## src/rtl/ibex_sec_lsmask_gen.sv

```systemverilog
// Secure load/store mask generator: xorshift128 PRNG seeded through CSR writes,
// offering one 32-bit mask per valid/ready handshake after a warmup period.
module ibex_sec_lsmask_gen #(
  parameter int unsigned WarmupSteps = 4
) (
  input  logic        clk_i,
  input  logic        rst_ni,
  input  logic        seed_we_i,
  input  logic [1:0]  seed_idx_i,
  input  logic [31:0] seed_wdata_i,
  output logic        mask_valid_o,
  output logic [31:0] mask_o,
  input  logic        mask_ready_i,
  output logic        seeded_o
);

  typedef enum logic [1:0] {
    UNSEEDED,
    WARMUP,
    READY
  } fsm_e;

  localparam logic [3:0] WarmInit = 4'(WarmupSteps);

  fsm_e        fsm_q, fsm_d;
  logic [31:0] x_q, y_q, z_q, w_q;
  logic [31:0] x_d, y_d, z_d, w_d;
  logic [3:0]  cnt_q, cnt_d;
  logic        mask_valid_q, mask_valid_d;

  logic [31:0] t_step, w_step;
  logic [31:0] x_seed, y_seed, z_seed, w_seed;
  logic        seed_nonzero;

  assign t_step = x_q ^ (x_q << 11);
  assign w_step = w_q ^ (w_q >> 19) ^ t_step ^ (t_step >> 8);

  // A seed write patches one word of the current, un-advanced state.
  assign x_seed = (seed_idx_i == 2'd0) ? seed_wdata_i : x_q;
  assign y_seed = (seed_idx_i == 2'd1) ? seed_wdata_i : y_q;
  assign z_seed = (seed_idx_i == 2'd2) ? seed_wdata_i : z_q;
  assign w_seed = (seed_idx_i == 2'd3) ? seed_wdata_i : w_q;
  assign seed_nonzero = |{x_seed, y_seed, z_seed, w_seed};

  always_comb begin
    fsm_d = fsm_q;
    cnt_d = cnt_q;
    x_d   = x_q;
    y_d   = y_q;
    z_d   = z_q;
    w_d   = w_q;
    if (seed_we_i) begin
      x_d = x_seed;
      y_d = y_seed;
      z_d = z_seed;
      w_d = w_seed;
      cnt_d = WarmInit;
      if (!seed_nonzero) begin
        fsm_d = UNSEEDED;
      end else if (WarmupSteps == 0) begin
        fsm_d = READY;
      end else begin
        fsm_d = WARMUP;
      end
    end else begin
      case (fsm_q)
        WARMUP: begin
          if (cnt_q == 4'd0) begin
            fsm_d = READY;
          end else begin
            x_d   = y_q;
            y_d   = z_q;
            z_d   = w_q;
            w_d   = w_step;
            cnt_d = cnt_q - 4'd1;
          end
        end
        READY: begin
          if (mask_ready_i) begin
            x_d = y_q;
            y_d = z_q;
            z_d = w_q;
            w_d = w_step;
          end
        end
        default: ;
      endcase
    end
    mask_valid_d = (fsm_d == READY);
  end

  always_ff @(posedge clk_i or negedge rst_ni) begin
    if (!rst_ni) begin
      fsm_q        <= UNSEEDED;
      cnt_q        <= 4'd0;
      x_q          <= 32'd0;
      y_q          <= 32'd0;
      z_q          <= 32'd0;
      w_q          <= 32'd0;
      mask_valid_q <= 1'b0;
    end else begin
      fsm_q        <= fsm_d;
      cnt_q        <= cnt_d;
      x_q          <= x_d;
      y_q          <= y_d;
      z_q          <= z_d;
      w_q          <= w_d;
      mask_valid_q <= mask_valid_d;
    end
  end

  assign mask_valid_o = mask_valid_q;
  assign mask_o       = mask_valid_q ? w_q : 32'd0;
  assign seeded_o     = |{x_q, y_q, z_q, w_q};

endmodule

```

## config.mk

```make
export PLATFORM = sky130hd
export DESIGN_NAME = ibex_sec_lsmask_gen
export DESIGN_NICKNAME = d
export VERILOG_FILES = /design/src/rtl/ibex_sec_lsmask_gen.sv
export SDC_FILE = /design/constraint.sdc
export NUM_CORES = 1
export LEC_CHECK = 0
export CAP_MARGIN = 20
export CORE_ASPECT_RATIO = 1.1
export CORE_MARGIN = 1.5
export CORE_UTILIZATION = 61
export DETAILED_ROUTE_END_ITERATION = 8
export PLACE_DENSITY = 0.82
export RECOVER_POWER = 50
export REMOVE_ABC_BUFFERS = 1
export SYNTH_ARGS = -nofsm -noshare
export SYNTH_HDL_FRONTEND = slang
export SYNTH_SLANG_ARGS = --single-unit
```

## constraint.sdc

```tcl
create_clock -name clk_i -period 2.3 [get_ports clk_i]
set_input_delay 0.23 -clock clk_i [delete_from_list [all_inputs] [get_ports clk_i]]
set_output_delay 0.23 -clock clk_i [all_outputs]
set_load 0.03 [all_outputs]
```

==> results of run 1 <==
cell families (layout without fill, tap and decap cells):
group                      Yosys count  in the layout  synth area share (%)
and+or+nand+nor                    615            615                 28.20
AOI/OAI and AO/OA                  321            321                 23.39
buffers and inverters              176            249                 7.935
DFF                                135            135                 30.92
xor gates and xnor gates            96             96                 7.695
muxes                               19             19                 1.741
adders and majority gates            1              1                0.1145
repair_timing:
item | in CTS | in global routing
hold endpoints to repair | 24 | 0
hold buffers | 1 | 0
endpoints found under the setup margin | 1 | 2
pin swaps | 0 | 1
setup buffers | 0 | 0
gates resized for setup | 13 | 20
layout by cell type, fill, tap and decap left out, types with 5 or more instances in the layout:
master	Yosys	layout
sky130_fd_sc_hd__clkinvlp_4	0	5
sky130_fd_sc_hd__o21a_1	31	31
sky130_fd_sc_hd__nand2_1	241	241
sky130_fd_sc_hd__buf_12	0	13
sky130_fd_sc_hd__dfrtp_2	0	8
sky130_fd_sc_hd__mux2i_1	19	19
sky130_fd_sc_hd__nor4b_1	9	9
sky130_fd_sc_hd__o32ai_1	16	16
sky130_fd_sc_hd__nor3_1	29	27
sky130_fd_sc_hd__nand4_1	15	15
sky130_fd_sc_hd__xnor2_1	64	64
sky130_fd_sc_hd__clkdlybuf4s50_1	0	65
sky130_fd_sc_hd__nor3b_1	12	12
sky130_fd_sc_hd__dfrtp_1	135	127
sky130_fd_sc_hd__o21ai_0	22	22
sky130_fd_sc_hd__clkbuf_16	0	17
sky130_fd_sc_hd__a211oi_1	46	47
sky130_fd_sc_hd__and2_1	106	106
sky130_fd_sc_hd__a21oi_1	20	20
sky130_fd_sc_hd__o22a_1	10	10
sky130_fd_sc_hd__nor4_2	1	14
sky130_fd_sc_hd__xor2_1	32	32
sky130_fd_sc_hd__a211oi_2	58	57
sky130_fd_sc_hd__a2bb2oi_1	6	6
sky130_fd_sc_hd__nand3_1	24	24
sky130_fd_sc_hd__a31oi_1	86	86
sky130_fd_sc_hd__nor2_1	77	73
sky130_fd_sc_hd__and2_0	20	20
sky130_fd_sc_hd__buf_4	7	123
sky130_fd_sc_hd__nor4_1	55	40
registers in the layout, summed over array words and instances, names as in the netlist:
name and count:
w_q 32, x_q 32, y_q 32, z_q 32, cnt_q 4, fsm_q 2
mask_valid_o 1
Yosys cell counts (4+ instances only):
library cell                count  area share [%]
sky130_fd_sc_hd__buf_1         17            0.58
sky130_fd_sc_hd__nor2_1        77             2.6
sky130_fd_sc_hd__a211oi_1      46             3.2
sky130_fd_sc_hd__o21a_1        31             2.1
sky130_fd_sc_hd__nand3_1       24             1.1
sky130_fd_sc_hd__nor3_1        29             1.3
sky130_fd_sc_hd__a31oi_1       86             4.9
sky130_fd_sc_hd__a211oi_2      58             6.6
sky130_fd_sc_hd__inv_1          4            0.14
sky130_fd_sc_hd__o21ai_0       22             1.0
sky130_fd_sc_hd__clkbuf_1      99             3.4
sky130_fd_sc_hd__a2bb2oi_1      6            0.48
sky130_fd_sc_hd__buf_4          7            0.48
sky130_fd_sc_hd__buf_2         26             1.2
sky130_fd_sc_hd__o22a_1        10            0.80
sky130_fd_sc_hd__xnor2_1       64             5.1
sky130_fd_sc_hd__nor4_1        55             3.1
sky130_fd_sc_hd__and2_0        20             1.1
sky130_fd_sc_hd__clkbuf_2       4            0.18
sky130_fd_sc_hd__nor2b_1        5            0.29
sky130_fd_sc_hd__buf_6         19             2.0
sky130_fd_sc_hd__nand4_1       15            0.86
sky130_fd_sc_hd__a21oi_1       20            0.92
sky130_fd_sc_hd__mux2i_1       19             1.7
sky130_fd_sc_hd__a22oi_1        4            0.27
sky130_fd_sc_hd__nor4b_1        9            0.72
sky130_fd_sc_hd__dfrtp_1      135              31
sky130_fd_sc_hd__o32ai_1       16             1.3
sky130_fd_sc_hd__nand2_1      241             8.3
sky130_fd_sc_hd__nor3b_1       12            0.82
sky130_fd_sc_hd__xor2_1        32             2.6
sky130_fd_sc_hd__and2_1       106             6.1
worst max-delay path, delay by kind of cell (launching register included):
family                 cells  cell delay (ns)
AND/OR/NAND/NOR            4             0.85
flip-flops                 1             0.42
buffers and inverters      2             0.37
cell type report:
cell class                      count  share of cell area, %
Clock inverter                     12                 0.7306
Inverter                            4                 0.1154
Clock buffer                       20                  3.509
Timing Repair Buffer              213                  14.86
Sequential cell                   135                  26.03
Multi-Input combinational cell   1052                  52.47
Tap cell                          238                  2.288
power breakdown:
| group | total, W | leakage (nW) | internal (W) | switching [W] |
|---|---|---|---|---|
| Sequential | 0.00639 | 1.53 | 0.00360 | 0.00279 |
| Combinational | 0.0122 | 3.15 | 0.00561 | 0.00655 |
| Clock | 0.00263 | 0.256 | 0.00145 | 0.00118 |
through the flow:
step | area (um2) | power (W) | hold WS (ns)
2_1_floorplan | 10070 | 0.01294 | -0.06559
3_3_place_gp | 12340 | 0.01750 | 0.1176
3_5_place_dp | 12340 | 0.01793 | 0.1197
4_1_cts | 12960 | 0.02071 | 0.1557
5_1_grt | 13020 | 0.02219 | 0.1564
6_report | 13020 | 0.02118 | 0.1617
routing by layer:
| metal | routed length, um | part of all wire [%] |
|---|---|---|
| met1 | 16710 | 38 |
| met2 | 19440 | 44 |
| met3 | 5257 | 12 |
| met4 | 2832 | 6.4 |
| met5 | 0 | 0 |
worst paths after layout:
path                                start        to  slack (ns)
max in group asynchronous          rst_ni   x_q[19]        0.34
worst min-delay path            seed_we_i  cnt_q[0]        0.16
worst min register to register   fsm_q[1]  fsm_q[1]        0.55
worst max-delay path              x_q[13]  seeded_o       -0.01
min in group asynchronous          rst_ni  cnt_q[0]        0.26
worst max register to register   cnt_q[0]   z_q[24]        0.02
==> summary.log, run 1 <==
INFO  run_status     run_status=complete, but fails checks
INFO  run_status     violations=negative setup slack
INFO  global_routing grt.met3_usage=10.87%
INFO  global_routing number_of_global_route_vias_before_repair=10,733
INFO  setup_path     critical_path.startpoint_type=flip-flop
INFO  synth          most_common_flop_cell_mapped_by_yosys=sky130_fd_sc_hd__dfrtp_1
INFO  placed_design  dp_hpwl=31.83mm
INFO  cts            cts.htree.levels=4
INFO  timing         final_setup_margin=-0.01111ns
INFO  timing         timing.slew.headroom=11.03%
INFO  setup_path     timing.reg2reg.worst_path_depth=9
INFO  cts            cts.sink_count=135
INFO  cells_and_area antenna-diode-count=0
INFO  cells_and_area syn2layout_area_growth=19.12%
INFO  synth          synth_async_sr_flop_share=100.0%
INFO  routing        drt_pre_antenna_iters=6
INFO  global_routing grt_antenna_before_repair=0
INFO  cells_and_area final.fill_count=1,365
INFO  cells_and_area drive_above_1_share=19.08%
INFO  setup_path     cp_data_required_time=2.07ns
INFO  timing         grt_setup_unrepaired=true
INFO  power_and_ir_drop power-per-cell-area=1627nW/um2
INFO  timing         final_max_slew_viol_count=0
INFO  flow_run       cap_violations=0
INFO  routing        routed_via_density=6.922
INFO  routing        drt-total-wl=44.24mm
INFO  worst_hold_path min_delay_path_depth=2
INFO  cells_and_area fin_util=73.91%
INFO  setup_path     critical_path_arrival=2.08ns
INFO  global_routing global_routing_met1_resource_utilization=64.74%
INFO  setup_path     crit_path_cell_trace=nor4_1, buf_4, nand4_1, nor4_2, nand4_1, buf_6
INFO  floorplan      boundaryPins=72
INFO  routing        drt_first_iter_violations=1,722
INFO  timing         max_freq=432.7MHz
INFO  global_routing met2_track_demand_over_resource=72.24%
INFO  timing         worst-slew-pin-transition=1.335ns
INFO  routing        route.antenna.remaining_nets=0
INFO  placed_design  dp_worst_setup_slack=-0.04039ns
INFO  global_routing grt.busiest_layer=met2
INFO  cells_and_area area.sequential=3388um2
INFO  setup_path     critical-path-max-stage-delay=0.42ns
INFO  timing         min_period_over_period=100.5%
INFO  floorplan      die-width=130.6um
INFO  global_routing global_route_wire_length_before_repair=66.61mm
INFO  cells_and_area num-nets-final=1,462
INFO  setup_path     cp_common_cell=sky130_fd_sc_hd__nand4_1
INFO  synth          synth_enable_flop_cells=0
INFO  cts            cts-root-to-sink-buffers=2
INFO  floorplan      die_height=143.4um
INFO  cts            cts.root.buffer_cell=sky130_fd_sc_hd__clkbuf_16
INFO  setup_path     setup.worst_path.end_class=primary output
INFO  synth          syn-cell-area=10,930um2
INFO  cts            clock_insertion_delay_worst_skew=0.43ns
INFO  worst_hold_path min_path_type=input pin to flip-flop
INFO  floorplan      rows=51
INFO  global_routing gr-usage-all-layers=48.35%
INFO  synth          synth_seq_cells=135
INFO  timing         report.final.hold_viol_count=0
INFO  global_routing maximum_number_of_pins_on_one_net_before_global_route_repair=113
INFO  timing         setup_violations=1
INFO  routing        vias=11,587
INFO  routing        route.detailed.wl_per_inst=26.43um
INFO  placed_design  buffer_ports.inserted=71
INFO  timing         layout_min_cycle_time=2.311ns
INFO  cts            cts.reportedPaths.clkPinSlew=0.07ns
INFO  floorplan      fp.dieArea=18,730um2
INFO  synth          post_synth_inst_count=1,363
INFO  synth          seq_area_frac_synth=30.92%
INFO  global_routing gr-total-overflow=0
INFO  floorplan      core_outline_area=17,610um2
INFO  setup_path     crit_type=flip-flop to primary output
INFO  cts            cts_buffers=17
INFO  setup_path     critical_path_peak_fanout=2
INFO  synth          syn_area_per_cell=8.017um2
INFO  power_and_ir_drop peakVddDrop=1051uV
INFO  setup_path     slowest_library_cell_on_the_worst_path=sky130_fd_sc_hd__dfrtp_1
INFO  timing         fin_skew=0.01021ns
INFO  cts            cts_tree=yes
INFO  timing         fin_setup_tns=-0.01111ns
INFO  synth          netlist-cell-type-count=58
INFO  routing        drt_drc_violations_left=0
INFO  placed_design  globalplace.congestion=1.064
INFO  cells_and_area combined_area_of_the_multi_input_logic_cells=6829um2
INFO  synth          yosys_warnings=0
INFO  power_and_ir_drop leakagePower=4.938nW
INFO  floorplan      start_util=62.04%
INFO  cells_and_area final_cell_count_no_fill=1,674
INFO  placed_design  dp_cell_count=1,641
(Power assumes the default switching activity.)
==> run 2: changes to the inputs <==
--- a/config.mk
+++ b/config.mk
@@ -5,12 +5,13 @@
 export SDC_FILE = /design/constraint.sdc
 export NUM_CORES = 1
 export LEC_CHECK = 0
+export ABC_AREA = 1
 export CAP_MARGIN = 20
 export CORE_ASPECT_RATIO = 1.1
 export CORE_MARGIN = 1.5
-export CORE_UTILIZATION = 61
+export CORE_UTILIZATION = 60
 export DETAILED_ROUTE_END_ITERATION = 8
-export PLACE_DENSITY = 0.82
+export PLACE_DENSITY = 0.81
 export RECOVER_POWER = 50
 export REMOVE_ABC_BUFFERS = 1
 export SYNTH_ARGS = -nofsm -noshare
==> summary.log, run 2 <==
INFO  global_routing global_route_wire_length_before_repair=59.21mm [was 66.61 mm]
INFO  synth          synth_async_sr_flop_share=100.0% [unchanged]
INFO  floorplan      die_height=135.8um [was 143.4 um]
INFO  cts            cts_buffers=17 [unchanged]
INFO  routing        route.detailed.wl_per_inst=20.91um [was 26.43 um]
INFO  cts            clock_insertion_delay_worst_skew=0.44ns [was 0.43 ns]
INFO  synth          seq_area_frac_synth=35.12% [was 30.92%]
INFO  run_status     violations=negative setup slack [unchanged]
INFO  floorplan      fp.dieArea=16,800um2 [was 18,730 um2]
INFO  synth          synth_enable_flop_cells=0 [unchanged]
INFO  global_routing gr-usage-all-layers=47.55% [was 48.35%]
INFO  placed_design  dp_hpwl=28.84mm [was 31.83 mm]
INFO  synth          post_synth_inst_count=1,451 [was 1,363]
INFO  setup_path     worstSetupEndpoint=seeded_o [unchanged]
INFO  timing         setup_violations=1 [unchanged]
INFO  routing        routed_via_density=6.181 [was 6.922]
INFO  floorplan      die-width=123.7um [was 130.6 um]
INFO  routing        drt_drc_violations_left=0 [unchanged]
INFO  synth          yosys_warnings=0 [unchanged]
INFO  routing        drt_pre_antenna_iters=7 [was 6]
INFO  synth          most_common_flop_cell_mapped_by_yosys=sky130_fd_sc_hd__dfrtp_1 [unchanged]
INFO  timing         layout_min_cycle_time=2.359ns [was 2.311 ns]
INFO  cts            cts.root.buffer_cell=sky130_fd_sc_hd__clkbuf_16 [unchanged]
INFO  cells_and_area drive_above_1_share=15.07% [was 19.08%]
INFO  routing        drt-total-wl=38.87mm [was 44.24 mm]
INFO  synth          syn_area_per_cell=6.629um2 [was 8.017 um2]
INFO  cells_and_area layout.cells.most_common=sky130_fd_sc_hd__nand2_1 [unchanged]
INFO  cells_and_area final_cell_count_no_fill=1,859 [was 1,674]
INFO  cells_and_area final.fill_count=1,099 [was 1,365]
INFO  synth          netlist-cell-type-count=27 [was 58]
INFO  setup_path     reg2reg_slack=0.14ns [was 0.02 ns]
INFO  timing         worst-slew-pin-transition=1.202ns [was 1.335 ns]
INFO  worst_hold_path min_path_type=input pin to flip-flop [unchanged]
INFO  setup_path     cp_data_required_time=2.07ns [about the same]
INFO  floorplan      start_util=61.36% [was 62.04%]
INFO  routing        route.antenna.remaining_nets=0 [unchanged]
INFO  cells_and_area layout.cells.most_common_list=435 x sky130_fd_sc_hd__nand2_1, 258 x sky130_fd_sc_hd__o21ai_0, 189 x sky130_fd_sc_hd__inv_1 [was 241 x sky130_fd_sc_hd__nand2_1, 127 x sky130_fd_sc_hd__dfrtp_1, 123 x sky130_fd_sc_hd__buf_4]
INFO  run_status     run_status=complete, but fails checks [unchanged]
INFO  power_and_ir_drop peakVddDrop=903.7uV [was 1051 uV]
INFO  synth          synth.area.top_cells=sky130_fd_sc_hd__dfrtp_1 35%, sky130_fd_sc_hd__nand2_1 17%, sky130_fd_sc_hd__o21ai_0 14% [was sky130_fd_sc_hd__dfrtp_1 31%, sky130_fd_sc_hd__nand2_1 8.3%, sky130_fd_sc_hd__a211oi_2 6.6%]
INFO  synth          synthDominantCellAreaShare=35.12% [was 30.92%]
INFO  floorplan      rows=48 [was 51]
INFO  global_routing global_routing_met1_resource_utilization=60.65% [was 64.74%]
INFO  timing         final_max_slew_viol_count=0 [unchanged]
INFO  cts            post_cts.repair.setup_buffers=0 [unchanged]
INFO  setup_path     timing.reg2reg.worst_path_depth=11 [was 9]
INFO  floorplan      boundaryPins=72 [unchanged]
INFO  cts            cts.reportedPaths.clkPinSlew=0.06ns [was 0.07 ns]
INFO  placed_design  dp_worst_setup_slack=-0.4723ns [was -0.04039 ns]
INFO  timing         grt_setup_unrepaired=true [unchanged]
INFO  cells_and_area antenna-diode-count=0 [unchanged]
INFO  setup_path     setup.worst_path.end_class=primary output [unchanged]
INFO  cells_and_area num-nets-final=1,686 [was 1,462]
INFO  floorplan      core_outline_area=15,680um2 [was 17,610 um2]
INFO  setup_path     crit-reg2reg-capture=fsm_q[0] [was z_q[24]]
INFO  cells_and_area area.sequential=3378um2 [was 3388 um2]
INFO  placed_design  buffer_ports.inserted=71 [unchanged]
INFO  setup_path     critical_path.startpoint_type=flip-flop [unchanged]
INFO  setup_path     timing.rr.start=x_q[17] [was cnt_q[0]]
INFO  global_routing grt_antenna_before_repair=0 [unchanged]
INFO  timing         fin_setup_tns=-0.05902ns [was -0.01111 ns]
INFO  setup_path     critPathLaunch=x_q[28] [was x_q[13]]
INFO  cts            cts.htree.levels=4 [unchanged]
INFO  global_routing met2_track_demand_over_resource=72.25% [was 72.24%]
INFO  cells_and_area combined_area_of_the_multi_input_logic_cells=5209um2 [was 6829 um2]
INFO  cts            cts-root-to-sink-buffers=2 [unchanged]
INFO  global_routing maximum_number_of_pins_on_one_net_before_global_route_repair=127 [was 113]
INFO  timing         min_period_over_period=102.6% [was 100.5%]
INFO  timing         whs=0.2419ns [was 0.1617 ns]
INFO  global_routing grt.met3_usage=12.37% [was 10.87%]
INFO  cts            cts_tree=yes [unchanged]
INFO  cts            cts.sink_count=135 [unchanged]
INFO  timing         report.final.hold_viol_count=0 [unchanged]
INFO  routing        vias=11,490 [was 11,587]
INFO  timing         timing.slew.headroom=19.84% [was 11.03%]
INFO  power_and_ir_drop leakagePower=6.208nW [was 4.938 nW]
INFO  global_routing grt.busiest_layer=met2 [unchanged]
INFO  synth          synth_area_leader_cell=sky130_fd_sc_hd__dfrtp_1 [unchanged]
INFO  timing         max_freq=423.9MHz [was 432.7 MHz]
INFO  setup_path     critical_path_arrival=2.13ns [was 2.08 ns]
INFO  placed_design  dp_cell_count=1,828 [was 1,641]
INFO  timing         fin_skew=0.008766ns [was 0.01021 ns]
INFO  synth          synth_seq_cells=135 [unchanged]
INFO  placed_design  globalplace.congestion=1.117 [was 1.064]
INFO  timing         final_setup_margin=-0.05902ns [was -0.01111 ns]
INFO  cells_and_area syn2layout_area_growth=30.73% [was 19.12%]
INFO  synth          syn-cell-area=9618um2 [was 10,930 um2]
INFO  setup_path     critical_path_peak_fanout=3 [was 2]
INFO  global_routing gr-total-overflow=0 [unchanged]
INFO  flow_run       cap_violations=0 [unchanged]
INFO  setup_path     crit_type=flip-flop to primary output [unchanged]
INFO  power_and_ir_drop power-per-cell-area=1467nW/um2 [was 1627 nW/um2]
INFO  synth          yosys.cell_count.top_type=sky130_fd_sc_hd__nand2_1 [unchanged]
INFO  routing        drt_first_iter_violations=2,109 [was 1,722]
INFO  synth          post_synth_most_frequent_cells=435 x sky130_fd_sc_hd__nand2_1, 260 x sky130_fd_sc_hd__o21ai_0, 193 x sky130_fd_sc_hd__inv_1 [was 241 x sky130_fd_sc_hd__nand2_1, 135 x sky130_fd_sc_hd__dfrtp_1, 106 x sky130_fd_sc_hd__and2_1]
INFO  global_routing number_of_global_route_vias_before_repair=10,487 [was 10,733]
-- run 2: cell types whose count changed after synthesis, sizes merged, moves of 81 or more --
| cell | before | now |
|---|---|---|
| o21ai | 22 | 266 |
| nand2 | 242 | 438 |
| inv | 4 | 194 |
| and2 | 126 | 2 |
| a211oi | 104 | 0 |
| a31oi | 86 | 1 |
| o211ai | 2 | 83 |
-- run 2: where the power goes --
| part | switching (W) | total [W] | internal [W] |
|---|---|---|---|
| combinational | 0.00666 | 0.0109 | 0.00427 |
| clock | 0.00112 | 0.00294 | 0.00182 |
| sequential | 0.000922 | 0.00457 | 0.00365 |
| total | 0.00870 | 0.0184 | 0.00974 |
-- run 2: worst min path at each step --
| stage | slack (ns) | to | cells past startpoint | start |
|---|---|---|---|---|
| 2_1_floorplan | -0.07 | cnt_q[0] | 0 | rst_ni |
| 3_3_place_gp | 0.19 | y_q[24] | 1 | rst_ni |
| 3_5_place_dp | 0.19 | y_q[24] | 1 | rst_ni |
| 4_1_cts | 0.23 | w_q[0] | 3 | seed_we_i |
| 5_1_grt | 0.27 | y_q[3] | 4 | seed_we_i |
| 6_report | 0.24 | w_q[0] | 3 | seed_we_i |
-- run 2: timing repair --
action,CTS,global route
endpoints found under the setup margin,3,7
gates cloned,0,0
pin swaps,5,4
endpoints found under the hold margin,45,0
gates resized for setup,14,13
hold buffers,1,0
-- run 2: kinds of logic after synthesis --
| family | synth area share [%] |
|---|---|
| flops | 35.12 |
| compound gates | 22.23 |
| buf+inv | 11.56 |
| xor+xnor | 7.012 |
| simple gates | 23.94 |
| fa+ha+maj | 0.1301 |
-- run 2: cell type report --
type / instances / area share, %
multi-input cells: 1032 / 41.43
flip-flops and latches: 135 / 26.87
repair buffers: 267 / 18.92
well taps: 200 / 1.990
clock inverters: 10 / 1.144
inverters: 194 / 5.831
clock buffers: 21 / 3.821
-- run 2: worst max-delay path, cell delays in order (launching register included) --
cell	delay, ns
sky130_fd_sc_hd__dfrtp_1	0.40
sky130_fd_sc_hd__inv_1	0.08
sky130_fd_sc_hd__nand2_1	0.20
sky130_fd_sc_hd__nor4_1	0.33
sky130_fd_sc_hd__nand3_1	0.16
sky130_fd_sc_hd__nor2_1	0.13
sky130_fd_sc_hd__nand4_1	0.19
sky130_fd_sc_hd__buf_6	0.21
-- run 2: metal layers --
| layer | part of all wire [%] | routed length, um |
|---|---|---|
| met1 | 36 | 14180 |
| met2 | 44 | 17020 |
| met3 | 13 | 5003 |
| met4 | 6.8 | 2659 |
| met5 | 0 | 0 |
-- run 2: metrics by stage --
stage / util [%] / total power (W) / area, um2
6_report: 80.21 / 0.01844 / 12570
3_3_place_gp: 75.95 / 0.01460 / 11910
3_5_place_dp: 75.95 / 0.01489 / 11910
4_1_cts: 80.10 / 0.01795 / 12560
2_1_floorplan: - / 0.01032 / 9234
5_1_grt: 80.21 / 0.01949 / 12570
